==> src/rtl/clk_div_n.sv <==
// Programmable clock divider: divides clk_in by N (2..2^CNT_W-1) with 50% duty
// for both even and odd N, a period-start tick, glitch-free divisor reloads at
// period boundaries and a clean stop when the enable is withdrawn.
module clk_div_n #(
    parameter int CNT_W   = 8,
    parameter int RST_DIV = 5
) (
    input  logic             clk_in,
    input  logic             rst_n,
    input  logic             en,
    input  logic [CNT_W-1:0] div_val,
    input  logic             div_load,
    output logic             clk_out,
    output logic             tick,
    output logic [CNT_W-1:0] div_cur,
    output logic             load_err
);

    typedef enum logic [1:0] {
        ST_IDLE  = 2'd0,
        ST_RUN   = 2'd1,
        ST_DRAIN = 2'd2
    } state_t;

    state_t           r_state;
    state_t           w_state_next;
    logic [CNT_W-1:0] r_cnt;
    logic [CNT_W-1:0] w_cnt_next;
    logic [CNT_W-1:0] r_div_cur;
    logic [CNT_W-1:0] w_div_cur_next;
    logic [CNT_W-1:0] r_pend_val;
    logic [CNT_W-1:0] w_pend_val_next;
    logic             r_pend_flag;
    logic             w_pend_flag_next;
    logic             r_pos_q;
    logic             w_pos_next;
    logic             r_neg_q;
    logic             r_tick;
    logic             w_tick_next;
    logic             r_load_err;
    logic             w_load_err_next;

    logic             w_load_ok;
    logic             w_load_bad;
    logic             w_last;
    logic [CNT_W-1:0] w_half;
    logic [CNT_W-1:0] w_cnt_inc;

    assign w_load_ok  = div_load && (div_val >= CNT_W'(2));
    assign w_load_bad = div_load && (div_val <  CNT_W'(2));
    assign w_last     = (r_cnt == (r_div_cur - CNT_W'(1)));
    // H = N/2 for even N and (N-1)/2 for odd N: both are N >> 1.
    assign w_half     = r_div_cur >> 1;
    assign w_cnt_inc  = r_cnt + CNT_W'(1);

    // Next-state, counter, half-cycle decode and divisor reload decisions.
    always_comb begin
        w_state_next     = r_state;
        w_cnt_next       = r_cnt;
        w_pos_next       = r_pos_q;
        w_tick_next      = 1'b0;
        w_div_cur_next   = r_div_cur;
        w_pend_val_next  = r_pend_val;
        w_pend_flag_next = r_pend_flag;
        w_load_err_next  = r_load_err | w_load_bad;

        case (r_state)
            ST_IDLE: begin
                w_cnt_next = '0;
                w_pos_next = 1'b0;
                // No period in flight: a new divisor can take effect at once.
                if (w_load_ok) begin
                    w_div_cur_next   = div_val;
                    w_pend_flag_next = 1'b0;
                end else if (r_pend_flag) begin
                    w_div_cur_next   = r_pend_val;
                    w_pend_flag_next = 1'b0;
                end
                if (en) begin
                    w_state_next = ST_RUN;
                    w_pos_next   = 1'b1;
                    w_tick_next  = 1'b1;
                end
            end

            ST_RUN, ST_DRAIN: begin
                if (w_last) begin
                    // Period boundary: the previously pending divisor is adopted
                    // here; a load arriving on this same edge waits one period.
                    w_cnt_next = '0;
                    if (r_pend_flag) begin
                        w_div_cur_next   = r_pend_val;
                        w_pend_flag_next = 1'b0;
                    end
                    if (en) begin
                        w_state_next = ST_RUN;
                        w_pos_next   = 1'b1;
                        w_tick_next  = 1'b1;
                    end else begin
                        w_state_next = ST_IDLE;
                        w_pos_next   = 1'b0;
                    end
                end else begin
                    // Mid-period: keep counting regardless of en so the
                    // period always completes at full length.
                    w_cnt_next   = w_cnt_inc;
                    w_pos_next   = (w_cnt_inc < w_half);
                    w_state_next = en ? ST_RUN : ST_DRAIN;
                end
                if (w_load_ok) begin
                    w_pend_val_next  = div_val;
                    w_pend_flag_next = 1'b1;
                end
            end

            default: begin
                w_state_next = ST_IDLE;
                w_cnt_next   = '0;
                w_pos_next   = 1'b0;
            end
        endcase
    end

    // Rising-edge state: FSM, counter, output phase, tick and divisor registers.
    always_ff @(posedge clk_in or negedge rst_n) begin
        if (!rst_n) begin
            r_state     <= ST_IDLE;
            r_cnt       <= '0;
            r_pos_q     <= 1'b0;
            r_tick      <= 1'b0;
            r_div_cur   <= CNT_W'(RST_DIV);
            r_pend_val  <= CNT_W'(RST_DIV);
            r_pend_flag <= 1'b0;
            r_load_err  <= 1'b0;
        end else begin
            r_state     <= w_state_next;
            r_cnt       <= w_cnt_next;
            r_pos_q     <= w_pos_next;
            r_tick      <= w_tick_next;
            r_div_cur   <= w_div_cur_next;
            r_pend_val  <= w_pend_val_next;
            r_pend_flag <= w_pend_flag_next;
            r_load_err  <= w_load_err_next;
        end
    end

    // Falling-edge copy of the phase register, used to add the extra half
    // cycle of high time for odd divisors.
    always_ff @(negedge clk_in or negedge rst_n) begin
        if (!rst_n) begin
            r_neg_q <= 1'b0;
        end else begin
            r_neg_q <= r_pos_q;
        end
    end

    // Even N uses the rising-edge phase alone; odd N stretches it by half a cycle.
    assign clk_out  = r_pos_q | (r_div_cur[0] & r_neg_q);
    assign tick     = r_tick;
    assign div_cur  = r_div_cur;
    assign load_err = r_load_err;

endmodule

==> config.mk <==
export PLATFORM = sky130hd
export DESIGN_NAME = clk_div_n
export DESIGN_NICKNAME = d
export VERILOG_FILES = /design/src/rtl/clk_div_n.sv
export SDC_FILE = /design/constraint.sdc
export NUM_CORES = 1
export LEC_CHECK = 0
export CAP_MARGIN = 10
export CELL_PAD_IN_SITES_DETAIL_PLACEMENT = 0
export CELL_PAD_IN_SITES_GLOBAL_PLACEMENT = 1
export CORE_UTILIZATION = 40
export DETAILED_ROUTE_END_ITERATION = 12
export HOLD_SLACK_MARGIN = 0.12
export PLACE_DENSITY_LB_ADDON = 0.1
export SETUP_SLACK_MARGIN = 0.2
export SLEW_MARGIN = 20
export SYNTH_ARGS = -nofsm -noshare
export SYNTH_HDL_FRONTEND = slang
export SYNTH_SLANG_ARGS = --single-unit
==> constraint.sdc <==
create_clock -name clk_in -period 3.9 [get_ports clk_in]
set_clock_uncertainty 0.2 [all_clocks]
set_input_delay 0.585 -clock clk_in [delete_from_list [all_inputs] [get_ports clk_in]]
set_output_delay 0.585 -clock clk_in [all_outputs]
set_load 0.05 [all_outputs]
==> metrics.txt <==
# TYPE chip_impl_metric gauge
chip_impl_info{name="outcome",value="complete, no violations"} 1
chip_impl_metric{name="mappedNetlistNets",unit=""} 209
chip_impl_metric{name="avgViaCountPerCell",unit=""} 5.42
chip_impl_metric{name="chipHeight",unit="um"} 72.0
chip_impl_info{name="most_used_standard_cell_by_instance_count_after_synthesis",value="sky130_fd_sc_hd__dfrtp_1"} 1
chip_impl_metric{name="number_of_enable_flip_flop_cells_after_synthesis",unit=""} 0
chip_impl_metric{name="first_pass_iters",unit=""} 4
chip_impl_metric{name="layoutNonFillerInstCount",unit=""} 277
chip_impl_metric{name="track_usage",unit="%"} 19.7
chip_impl_info{name="main_combinational_cell_family_by_area_after_synthesis",value="compound AO/OA/AOI/OAI gates"} 1
chip_impl_info{name="kind_of_path_behind_the_tightest_hold_check",value="flip-flop to flip-flop"} 1
chip_impl_metric{name="first_global_vias",unit=""} 1534
chip_impl_metric{name="grt_pass1_wl",unit="um"} 7660
chip_impl_metric{name="clk_transition_reported_paths",unit="ns"} 0.07
chip_impl_metric{name="wirelength",unit="um"} 4510
chip_impl_metric{name="synth_simple_gate_area_share",unit="%"} 18.2
chip_impl_metric{name="cellLeakagePower",unit="nW"} 1.01
chip_impl_metric{name="critical_path_maximum_fanout",unit=""} 1
chip_impl_info{name="ys.flop_type",value="sky130_fd_sc_hd__dfrtp_1"} 1
chip_impl_metric{name="placeableCoreArea",unit="um2"} 4720
chip_impl_metric{name="cts_inserted_buffers",unit=""} 5
chip_impl_metric{name="setup_violations",unit=""} 0
chip_impl_metric{name="synth_top_area_share",unit="%"} 33.2
chip_impl_info{name="setup.worst_path.class",value="flip-flop to output port"} 1
chip_impl_metric{name="synthesis.area",unit="um2"} 1960
chip_impl_metric{name="initialDrtViolationCount",unit=""} 57
chip_impl_metric{name="post-cts-setup-buffer-count",unit=""} 0
chip_impl_metric{name="fin_tns_setup",unit="ns"} 0
chip_impl_metric{name="worst_skew_pair.late_latency",unit="ns"} 0.29
chip_impl_info{name="startpoint_type",value="flip-flop"} 1
chip_impl_metric{name="post_synth_xor_area_fraction",unit="%"} 7.14
chip_impl_metric{name="ir_worst_vdd",unit="mV"} 0.409
chip_impl_metric{name="fraction_of_layout_instances_using_a_drive_strength_above_1",unit="%"} 18.6
chip_impl_metric{name="n_antenna_cell",unit=""} 0
chip_impl_metric{name="core_rows",unit=""} 25
chip_impl_metric{name="floorplan.io_pins",unit=""} 23
chip_impl_metric{name="netlist-cell-type-count",unit=""} 51
chip_impl_metric{name="dp.final_hpwl",unit="um"} 3380
chip_impl_metric{name="ys_seq_area_share",unit="%"} 39.8
chip_impl_metric{name="tightest_slew",unit="ns"} 0.641
chip_impl_info{name="ys_top_cells_by_count",value="sky130_fd_sc_hd__dfrtp_1, sky130_fd_sc_hd__inv_1, sky130_fd_sc_hd__nand2_1"} 1
chip_impl_metric{name="synth_warnings",unit=""} 0
chip_impl_metric{name="timing_max_transition_violations_final",unit=""} 0
chip_impl_info{name="root_buffer",value="sky130_fd_sc_hd__clkbuf_8"} 1
chip_impl_metric{name="postRouteAntennaNets",unit=""} 0
chip_impl_metric{name="worstPathArrival",unit="ns"} 2.92
chip_impl_metric{name="synthesized_instance_count",unit=""} 187
chip_impl_metric{name="synth_compound_area_share",unit="%"} 18.6
chip_impl_metric{name="htreeDepth",unit=""} 2
chip_impl_metric{name="syn-mean-instance-area",unit="um2"} 10.5
chip_impl_metric{name="die_ar",unit="um2"} 5190
chip_impl_metric{name="timing.max_cap.violations",unit=""} 0
chip_impl_metric{name="cp_data_required_time",unit="ns"} 3.12
chip_impl_metric{name="max-clock-path-buffers",unit=""} 2
chip_impl_metric{name="num-fill-cells",unit=""} 441
chip_impl_metric{name="grt-ovfl-total",unit=""} 0
chip_impl_metric{name="layout-area-overhead-vs-synth",unit="%"} 18.1
chip_impl_info{name="setup.worst_path.end_class",value="output port"} 1
chip_impl_metric{name="area.sequential",unit="um2"} 781
chip_impl_metric{name="wl_per_cell",unit="um"} 16.3
chip_impl_info{name="rsz0062_at_grt",value="true"} 1
chip_impl_metric{name="globalplace.congestion",unit=""} 0.799
chip_impl_metric{name="synthAdderAreaFrac",unit="%"} 6.38
chip_impl_metric{name="fin_hold_ws",unit="ns"} 0.286
chip_impl_metric{name="number_of_antenna_violations_at_the_first_check_in_global_routing",unit=""} 0
chip_impl_metric{name="grt_max_degree",unit=""} 31
chip_impl_metric{name="async_reset_ff_share",unit="%"} 100
chip_impl_metric{name="power_per_cell_area",unit="nW/um2"} 896
chip_impl_metric{name="placed_cells_incl_taps",unit=""} 269
chip_impl_metric{name="synth.area.mux_share",unit="%"} 4.59
chip_impl_metric{name="final_nets",unit=""} 231
chip_impl_metric{name="horizontal_extent_of_the_die",unit="um"} 72.0
chip_impl_info{name="synth.largest_area_cell",value="sky130_fd_sc_hd__dfrtp_1"} 1
chip_impl_info{name="cts_tree",value="done"} 1
chip_impl_metric{name="slew_headroom",unit="%"} 57.1
chip_impl_metric{name="cts_sinks",unit=""} 31
chip_impl_metric{name="synth-seq-cells",unit=""} 31
chip_impl_metric{name="finalHoldViolations",unit=""} 0
chip_impl_metric{name="combined_area_of_the_multi_input_logic_cells",unit="um2"} 1080
chip_impl_metric{name="port_buffers",unit=""} 22
chip_impl_metric{name="drc_errors",unit=""} 0
chip_impl_info{name="synthTopCellsByArea",value="sky130_fd_sc_hd__dfrtp_1, sky130_fd_sc_hd__ha_1, sky130_fd_sc_hd__o221ai_2, sky130_fd_sc_hd__dfstp_2, sky130_fd_sc_hd__mux2_2"} 1
chip_impl_metric{name="start_util",unit="%"} 41.5
chip_impl_metric{name="via_count",unit=""} 1500
[through the flow]
stage | utilization (%) | cell area [um2] | worst slack (ns) | power, mW
floorplan | - | 1960 | 0.423 | 1.54
finish | 49.1 | 2320 | 0.196 | 2.08
detailed placement | 47.3 | 2230 | 0.514 | 1.84
global placement | 47.3 | 2230 | 0.504 | 1.81
CTS | 49.1 | 2320 | 0.196 | 2.09
global route | 49.1 | 2320 | 0.165 | 2.24
[logic make-up (layout without fill, tap and decap cells)]
kind of cell | after synthesis | after routing
flip-flops | 31 | 31
AO/OA/AOI/OAI | 37 | 37
multiplexers | 8 | 8
buffers and inverters | 22 | 45
adder cells (fa/ha/maj) | 10 | 10
XOR/XNOR | 16 | 16
AND/OR/NAND/NOR | 63 | 63
[worst paths after layout]
path,endpoint,cells after the start,slack (ns),startpoint
setup / recovery,clk_out,2,0.20,r_neg_q$_DFF_NN0_
hold / removal,load_err$_DFF_PN0_,1,0.29,load_err$_DFF_PN0_
setup reg to reg,div_cur[6]$_DFFE_PN0P_,8,0.98,div_cur[0]$_DFFE_PN1P_
hold reg to reg,load_err$_DFF_PN0_,1,0.29,load_err$_DFF_PN0_
max in group asynchronous,r_neg_q$_DFF_NN0_,1,1.14,rst_n
min in group asynchronous,r_pend_val[1]$_DFFE_PN0P_,2,0.67,rst_n
[cells in the final DEF (no fill, tap or decap), drive strengths merged, types with 2 or more instances in the layout]
cell and instances:
and3 3, a21o 3, inv 14, nand3 5
mux2 8, nor4 2, o221ai 8, nor2b 7
or3 8, buf 2, o41ai 2, xnor2 8
clkbuf 6, o2111ai 2, ha 10, and2 2
clkdlybuf4s50 21, xor2 8, nand2 14, a21oi 3
nor2 8, dfstp 4, dfrtp 26, a22oi 8
o21ai 4, nor3 5, nand2b 2
[what timing repair did]
action	in CTS	in global routing
resized for setup	0	0
hold buffers	0	0
endpoints found under the setup margin	1	1
pin swaps	1	0
[sequential cells by signal, summed over array words and instances, names as in the netlist]
name         count
load_err         1
r_pend_flag      1
tick             1
r_cnt            8
r_neg_q          1
r_pend_val       8
r_state          2
div_cur          8
r_pos_q          1
[worst max-delay path, cell delays in order, from the launching register on]
cell and delay (ns):
sky130_fd_sc_hd__dfrtn_1 0.39, sky130_fd_sc_hd__a21o_1 0.15, sky130_fd_sc_hd__buf_12 0.14
[cell type report]
| class | count | area share [%] |
|---|---|---|
| Multi-Input combinational cell | 134 | 46.5 |
| Timing Repair Buffer | 23 | 10.3 |
| Tap cell | 67 | 3.62 |
| Clock buffer | 6 | 3.13 |
| Inverter | 14 | 2.27 |
| Clock inverter | 2 | 0.540 |
| Sequential cell | 31 | 33.7 |
[layer usage]
| layer | part of all wire [%] | GRT usage [%] | vias to the layer above | wire length, um |
|---|---|---|---|---|
| met5 | 0 | 0 | - | 0 |
| li1 | - | - | 720 | - |
| met1 | 49 | 27.5 | 745 | 2220 |
| met3 | 3.7 | 4.86 | 4 | 165 |
| met4 | 1.3 | 6.54 | 0 | 60 |
| met2 | 46 | 30.1 | 31 | 2060 |
[power by group]
part / switching, mW / total, mW / internal, mW
clock network: 0.125 / 0.249 / 0.125
registers: 0.159 / 0.630 / 0.471
logic: 0.702 / 1.20 / 0.495
total: 0.985 / 2.08 / 1.09
Note: power is estimated with default switching activity, not from simulation.
